<file path="src/rtl/mem_arb_pkg.sv">
// Shared types and constants for the PCIe register/BRAM access arbiter.
package mem_arb_pkg;

   // Arbiter sequencing: wait for a request, push one write, or walk one read.
   typedef enum logic [1:0] {
      IDLE  = 2'd0,
      WRITE = 2'd1,
      READ  = 2'd2
   } arb_state_t;

   // Requester indices, as carried by the grant and the owner register.
   localparam logic P0 = 1'b0;
   localparam logic P1 = 1'b1;

   // Fixed read latency of the BAR access block.
   localparam int DEFAULT_RD_LAT = 2;

   // Address bits [13:12] pick the BAR region behind the target port.
   localparam logic [1:0] REGION_BAR0 = 2'b01;
   localparam logic [1:0] REGION_BAR2 = 2'b10;

   // True when the region decodes to real storage; the other regions read as 0.
   function automatic logic is_mapped(input logic [1:0] region);
      return (region == REGION_BAR0) || (region == REGION_BAR2);
   endfunction

endpackage

</file>
<file path="src/rtl/rr_arb2.sv">
// Two-way round-robin picker: a lone request wins, a tie goes to the port
// that was not served last.
module rr_arb2
   import mem_arb_pkg::*;
(
   input  logic [1:0] req,
   input  logic       last_grant,
   output logic       grant,
   output logic       any_req
);

   // Pick the winner; grant is meaningless while any_req is low.
   always_comb begin
      grant   = P0;
      any_req = |req;
      if (req == 2'b11) begin
         grant = ~last_grant;
      end else if (req[1]) begin
         grant = P1;
      end
   end

endmodule

</file>
<file path="src/rtl/mem_access_arbiter.sv">
// Shares the single read/write port of the BAR0/BAR2 access block between the
// PCIe completer MMIO engine (p0) and the local configuration master (p1).
// One transaction is outstanding at a time; writes are posted, reads return
// the captured target data to the owning requester after RD_LAT cycles.
module mem_access_arbiter
   import mem_arb_pkg::*;
#(
   parameter int ADDR_W = 14,
   parameter int DATA_W = 32,
   parameter int RD_LAT = DEFAULT_RD_LAT
) (
   input  logic              clk,
   input  logic              rst_n,

   input  logic              p0_req_valid,
   input  logic              p0_req_we,
   input  logic [3:0]        p0_req_be,
   input  logic [ADDR_W-1:0] p0_req_addr,
   input  logic [DATA_W-1:0] p0_req_wdata,
   output logic              p0_req_ready,
   output logic              p0_rsp_valid,
   output logic [DATA_W-1:0] p0_rsp_data,

   input  logic              p1_req_valid,
   input  logic              p1_req_we,
   input  logic [3:0]        p1_req_be,
   input  logic [ADDR_W-1:0] p1_req_addr,
   input  logic [DATA_W-1:0] p1_req_wdata,
   output logic              p1_req_ready,
   output logic              p1_rsp_valid,
   output logic [DATA_W-1:0] p1_rsp_data,

   output logic [3:0]        mem_rd_be,
   output logic [ADDR_W-1:0] mem_rd_addr,
   input  logic [DATA_W-1:0] mem_rd_data,
   output logic              mem_wr_en,
   output logic [7:0]        mem_wr_be,
   output logic [ADDR_W-1:0] mem_wr_addr,
   output logic [DATA_W-1:0] mem_wr_data,
   input  logic              mem_wr_busy,

   output logic              busy
);

   // The response register is loaded on the edge that closes count RD_LAT-1,
   // so the pulse is visible in the cycle where the count reads RD_LAT, which
   // is also the last READ cycle.
   localparam logic [2:0] LAT_CAPTURE = 3'(RD_LAT - 1);
   localparam logic [2:0] LAT_LAST    = 3'(RD_LAT);

   arb_state_t        state;
   logic              last_grant;
   logic              hold_owner;
   logic [3:0]        hold_be;
   logic [ADDR_W-1:0] hold_addr;
   logic [DATA_W-1:0] hold_wdata;
   logic [2:0]        lat_cnt;

   logic              grant;
   logic              any_req;
   logic              accept;
   logic              sel_we;
   logic [3:0]        sel_be;
   logic [ADDR_W-1:0] sel_addr;
   logic [DATA_W-1:0] sel_wdata;

   rr_arb2 u_rr_arb2 (
      .req        ({p1_req_valid, p0_req_valid}),
      .last_grant (last_grant),
      .grant      (grant),
      .any_req    (any_req)
   );

   // Acceptance is only possible from IDLE and is held off while in reset so
   // every output reads 0 during reset.
   assign accept       = (state == IDLE) && any_req && rst_n;
   assign p0_req_ready = accept && (grant == P0);
   assign p1_req_ready = accept && (grant == P1);

   assign sel_we    = (grant == P1) ? p1_req_we    : p0_req_we;
   assign sel_be    = (grant == P1) ? p1_req_be    : p0_req_be;
   assign sel_addr  = (grant == P1) ? p1_req_addr  : p0_req_addr;
   assign sel_wdata = (grant == P1) ? p1_req_wdata : p0_req_wdata;

   // The target muxes its address on wr_en, so wr_en may only rise in WRITE.
   assign mem_wr_en   = (state == WRITE) && !mem_wr_busy;
   assign mem_wr_be   = {4'b0000, hold_be};
   assign mem_wr_addr = hold_addr;
   assign mem_wr_data = hold_wdata;
   assign mem_rd_be   = hold_be;
   assign mem_rd_addr = hold_addr;
   assign busy        = (state != IDLE);

   // Transaction sequencer: capture a granted request, then issue its write or
   // count out the read latency and hand the data back to the owner.
   always_ff @(posedge clk or negedge rst_n) begin
      if (!rst_n) begin
         state        <= IDLE;
         last_grant   <= P1;
         hold_owner   <= P0;
         hold_be      <= '0;
         hold_addr    <= '0;
         hold_wdata   <= '0;
         lat_cnt      <= '0;
         p0_rsp_valid <= 1'b0;
         p0_rsp_data  <= '0;
         p1_rsp_valid <= 1'b0;
         p1_rsp_data  <= '0;
      end else begin
         p0_rsp_valid <= 1'b0;
         p1_rsp_valid <= 1'b0;
         case (state)
            IDLE: begin
               if (accept) begin
                  hold_owner <= grant;
                  hold_be    <= sel_be;
                  hold_addr  <= sel_addr;
                  hold_wdata <= sel_wdata;
                  last_grant <= grant;
                  lat_cnt    <= '0;
                  state      <= sel_we ? WRITE : READ;
               end
            end
            WRITE: begin
               if (!mem_wr_busy) begin
                  state <= IDLE;
               end
            end
            READ: begin
               lat_cnt <= lat_cnt + 3'd1;
               if (lat_cnt == LAT_CAPTURE) begin
                  if (hold_owner == P1) begin
                     p1_rsp_data  <= mem_rd_data;
                     p1_rsp_valid <= 1'b1;
                  end else begin
                     p0_rsp_data  <= mem_rd_data;
                     p0_rsp_valid <= 1'b1;
                  end
               end
               if (lat_cnt == LAT_LAST) begin
                  state <= IDLE;
               end
            end
            default: begin
               state <= IDLE;
            end
         endcase
      end
   end

endmodule

</file>
<file path="config.mk">
export PLATFORM = sky130hd
export DESIGN_NAME = mem_access_arbiter
export DESIGN_NICKNAME = d
export VERILOG_FILES = /design/src/rtl/mem_arb_pkg.sv /design/src/rtl/rr_arb2.sv /design/src/rtl/mem_access_arbiter.sv
export SDC_FILE = /design/constraint.sdc
export NUM_CORES = 1
export LEC_CHECK = 0
export ABC_AREA = 1
export BUFFER_PORTS_ARGS = -buffer_cell sky130_fd_sc_hd__clkbuf_2
export CAP_MARGIN = 30
export CORE_ASPECT_RATIO = 1.75
export CORE_MARGIN = 5
export CORE_UTILIZATION = 50
export DETAILED_ROUTE_END_ITERATION = 10
export PLACE_DENSITY = 0.95
export SKIP_LAST_GASP = 1
export SYNTH_ARGS = -nofsm -noshare
export SYNTH_HDL_FRONTEND = slang
export SYNTH_SLANG_ARGS = --single-unit
</file>
<file path="constraint.sdc">
create_clock -name clk -period 3.6 [get_ports clk]
set_input_delay 0.36 -clock clk [delete_from_list [all_inputs] [get_ports clk]]
set_output_delay 0.36 -clock clk [all_outputs]
set_load 0.05 [all_outputs]
</file>
# Word-level counts from Yosys, hierarchy flattened
# Index checks and enable logic that the tools add are counted.
op_classes:
  add_sub_neg: 1
  eq_ne: 8
  n_mux: 19
  bitwise: 3
  reduce_logical: 15
ops:
  columns: ["cell", "n"]
  rows:
  - ["2-to-1 mux 32 bit", 1]
  - ["2-to-1 mux 14 bit", 1]
  - ["2-to-1 mux 1 bit", 9]
  - ["AND reduction 3 bit", 3]
  - ["2-to-1 mux 2 bit", 4]
  - ["!= test 2 bit, second input constant", 3]
  - ["one-hot mux 2 bit (3 select lines)", 1]
  - ["one-hot mux 3 bit (2 select lines)", 1]
  - ["logical AND 1 bit", 5]
  - ["== test 2 bit, second input constant", 2]
  - ["2-to-1 mux 4 bit", 1]
  - ["AND reduction 2 bit", 2]
  - ["nonzero test 2 bit", 2]
  - ["adder 3 x 1 -> 3 bit, second input constant", 1]
  - ["== test 3 x 1 -> 1 bit, second input constant", 1]
  - ["== test 3 x 2 -> 1 bit, second input constant", 1]
  - ["2-to-1 mux 3 bit", 1]
  - ["inverter 1 bit", 3]
  - ["== test 2 x 1 -> 1 bit, second input constant", 1]
  - ["zero test 2 bit", 1]
  - ["OR reduction 2 bit", 1]
  - ["zero test 1 bit", 1]
totals:
  register_bits: 123
  input_bits: 139
  out_inout_bits: 142
  elab_cells: 57

# Longest topological paths before layout
logic_depth:
  depth_word: 6
  ltp_mapped: 8
  mapped_depth_nobuf: 7

# Hierarchy
# A second synthesis with hierarchy kept.
hier_totals:
  cells_unflattened: 740
  area_unflattened_um2: 5711.7
by_module_without_submodules:
  columns: ["mod", "instances", "cells_each", "area_each_um2", "seq_area_each_um2"]
  rows:
  - ["mem_access_arbiter", 1, 737, 5696.7, 3079.2]
  - ["rr_arb2", 1, 3, 15.0, 0.0]

# Worst setup path before layout
# Ideal clock, no wire load.
synth_path:
  path_kind: "reg2out"
  startpoint: "register last_grant"
  endpoint: "output p0_req_ready"
  t_arrival_ns: 1.710
  required_ns: 3.240
  path_slack_ns: 1.530
  path_stages_with_launch: 6
  n_path_buf: 1
  cell_sequence: "dfstp_2 > nand2_1 > nand2_1 > buf_4 > inv_1 > nor2_1"
synth_via:
  elab_chain_cells: 4
synth_lines:
  columns: ["element", "line", "text"]
  rows:
  - ["from (decl)", "mem_access_arbiter.sv:52", "logic last_grant;"]
  - ["from (signal assigned)", "mem_access_arbiter.sv:119", "last_grant <= grant;"]
  - ["inverter 1 bit", "rr_arb2.sv:17", "grant = ~last_grant;"]
  - ["2-to-1 mux 1 bit", "rr_arb2.sv:16", "if (req == 2'b11) begin"]
  - ["inverter 1 bit", "mem_access_arbiter.sv:77", "assign p0_req_ready = accept && (grant == P0);"]
  - ["logical AND 1 bit", "mem_access_arbiter.sv:77", null]
  - ["to (decl)", "mem_access_arbiter.sv:20", "output logic p0_req_ready,"]
# Every way passes these cells.

# Worst setup path in the final report
layout_path:
  startpoint: "input rst_n"
  endpoint: "output p0_req_ready"
layout_via:
  elab_chain_cells: 2
layout_lines:
  columns: ["element", "line", "text"]
  rows:
  - ["from (decl)", "mem_access_arbiter.sv:13", "input logic rst_n,"]
  - ["logical AND 1 bit", "mem_access_arbiter.sv:76", "assign accept = (state == IDLE) && any_req && rst_n;"]
  - ["logical AND 1 bit", "mem_access_arbiter.sv:77", null]
# Every way passes these cells.

==> flow_summary.toml <==
[status]
status = "finished clean"

[placement]
io_buffers = 276
gp_congestion = 0.874
dpl.hpwl_um = 12700

[cts]
tritoncts = "done"
postCtsHoldBufs = 1
htreeDepth = 4
cts_resized = 0
cts_setup_buffers = 0
clock_path_buffers = 2
clkSinkCount = 123
cts_made_buffers = 17
clk_pin_slew_worst_paths_ps = 50
cts_root_buf = "clkbuf_16"
clk_latency_ps = 400

[run]
timing.max_cap.violations = 0

[route]
ant_nets = 0
route.vias.total = 5819
drt-initial-drc-count = 282
firstDrtPassIters = 5
routed_via_density = 5.13
wl_um = 17600
avgRoutedWirePerCell_um = 15.5
drc_errors = 0

[floorplan]
die_y_um = 153
fp.coreArea_sq_um = 11500
std_cell_rows = 52
die_w_um = 91.5
ioPinCount = 281
start_util = 0.507
die_area_sq_um = 14000

[timing]
fin_crit_sh = 0.651
skew_ps = 12.5
slew_headroom = 0.413
tightest_slew_ps = 880
rsz0062_at_grt = "no"
setup-tns-final_ps = 0
fmax_ghz = 0.427
finalSetupViolations = 0
finalHoldViolCount = 0
period_minus_slack_ps = 2340
slew_viol_final = 0

[pwr]
power_density_nw_per_um2 = 1190
total_power_mw = 9.18
power_frac_comb = 0.524
swShare = 0.537
ir_worst_vdd_mv = 1.17
leakage_nw = 4.54
pwr-share-seq = 0.271
p_switching_mw = 4.92
clkPwrFrac = 0.205
p_int_mw = 4.25

[yosys]
synth-seq-cells = 123
avgSynthCellArea_sq_um = 7.79
netlist_instances = 745
synthDistinctLibCells = 22
ys_seq_area_frac = 0.530
syn-cell-area_sq_um = 5810
yosysWarnings = 0

[grt]
antenna_found_initial = 0
grt_overflow_total = 0
grt_max_degree = 72
grt_pass1_vias = 5834
grt_pass1_wl_um = 28900
grt_use_total = 0.252

[setup_path]
worstPathArrival_ps = 1980
cp.required_ps = 3240
critPathKind = "input port to output port"
cp-start-kind = "input port"
path_max_fanout = 56
cp-end-kind = "output port"

[final_layout]
drive_above_1_share = 0.329
finalNetCount = 1129
syn_to_final_growth_pct = 32.5
diodes = 0
final_util = 0.672

[worst_hold_path]
hold_path.class = "input port to flip-flop"
## sequential cells by signal, indices dropped and copies added (netlist names)
register and count:
hold_owner 1, last_grant 1, lat_cnt 3, mem_rd_addr 14
mem_rd_be 4, mem_wr_data 32, p0_rsp_data 32, p0_rsp_valid 1
p1_rsp_data 32, p1_rsp_valid 1, state 2
## logic make-up (layout without fill, tap and decap cells)
kind of cell	after synthesis	count (layout)	share of synthesized area
DFF	123	123	0.530
AOI/OAI and AO/OA	32	32	0.0276
and+or+nand+nor	505	505	0.352
buffers and inverters	81	333	0.0830
other	1	4	0.000646
adders and majority gates	3	3	0.00646
## synth_stat cells
master	count	area share
clkbuf_1	13	0.0084
dfrtp_1	122	0.53
nand2_1	404	0.26
nand3_1	89	0.077
inv_2	3	0.0019
nor2_4	1	0.0019
ha_1	3	0.0065
conb_1	1	0.00065
or2_2	1	0.0011
dfstp_2	1	0.0045
nor2_8	1	0.0034
o21ai_0	32	0.028
buf_2	14	0.012
inv_1	10	0.0065
nor3_1	1	0.00086
inv_4	1	0.0011
nor2_2	2	0.0022
buf_4	32	0.041
buf_1	3	0.0019
buf_6	5	0.0097
nand2_2	2	0.0022
nor2_1	4	0.0026
## layout by cell type, fill, tap and decap left out, drive strengths merged
cell         instances
nand2              406
o21ai               32
dfstp                1
ha                   3
nand3               89
bufinv               5
buf                 11
conb                 4
nor3                 1
nor2                 8
clkinvlp             2
inv                 14
or2                  1
clkbuf             297
dfrtp              122
dlygate4sd3          1
clkinv               3
## through the flow
step                hold slack, ps  cells  setup WS [ps]  cell area [sq um]
CTS                            159   1135           1270               7700
floorplan                     64.4    748           1530               5820
detailed placement             183   1102           1510               7020
finish                         176   1135           1260               7700
global route                   170   1135           1170               7700
global placement               185   1102           1560               7020
## metal layers
layer  up-vias  track usage  wire [um]
met5         -            0          0
li1       2783            -          -
met1      2711        0.294       6520
met4         0       0.0986        459
met2       282        0.444       9420
met3        43       0.0514       1250
## worst paths after layout
| path | end | slack, ps | cells after the start | start |
|---|---|---|---|---|
| max reg2reg | p0_rsp_data[22] | 1520 | 7 | state[0] |
| min reg2reg | p0_rsp_data[27] | 470 | 2 | p0_rsp_data[27] |
| min | p1_rsp_data[31] | 180 | 3 | mem_rd_data[31] |
| max | p0_req_ready | 1260 | 6 | rst_n |
| min in group asynchronous | p0_rsp_data[25] | 320 | 2 | rst_n |
| max in group asynchronous | lat_cnt[0] | 2190 | 3 | rst_n |
## final cells by class
class,count,area (sq um)
fillers,919,3750
flip-flops and latches,123,3080
multi-input cells,544,2260
repair buffers,287,1470
clock buffers,22,474
clock inverters,10,188
well taps,135,169
inverters,14,55.1
## critical path: stages
cell           delay (ps)
dlygate4sd3_1         540
buf_4                 180
nand3_2                70
buf_4                 460
nor2_1                 90
clkbuf_2              260
## power by group through the flow
stage                     sequential [mW]  clock [mW]  combinational, mW
after floorplan                      4.61           0               1.58
after global placement               2.47           0               4.74
after detailed placement             2.48           0               4.84
after CTS                            2.47        1.91               4.84
after global routing                 2.56        1.98               5.11
final                                2.48        1.88               4.81
Power figures use the tool's default switching activity.
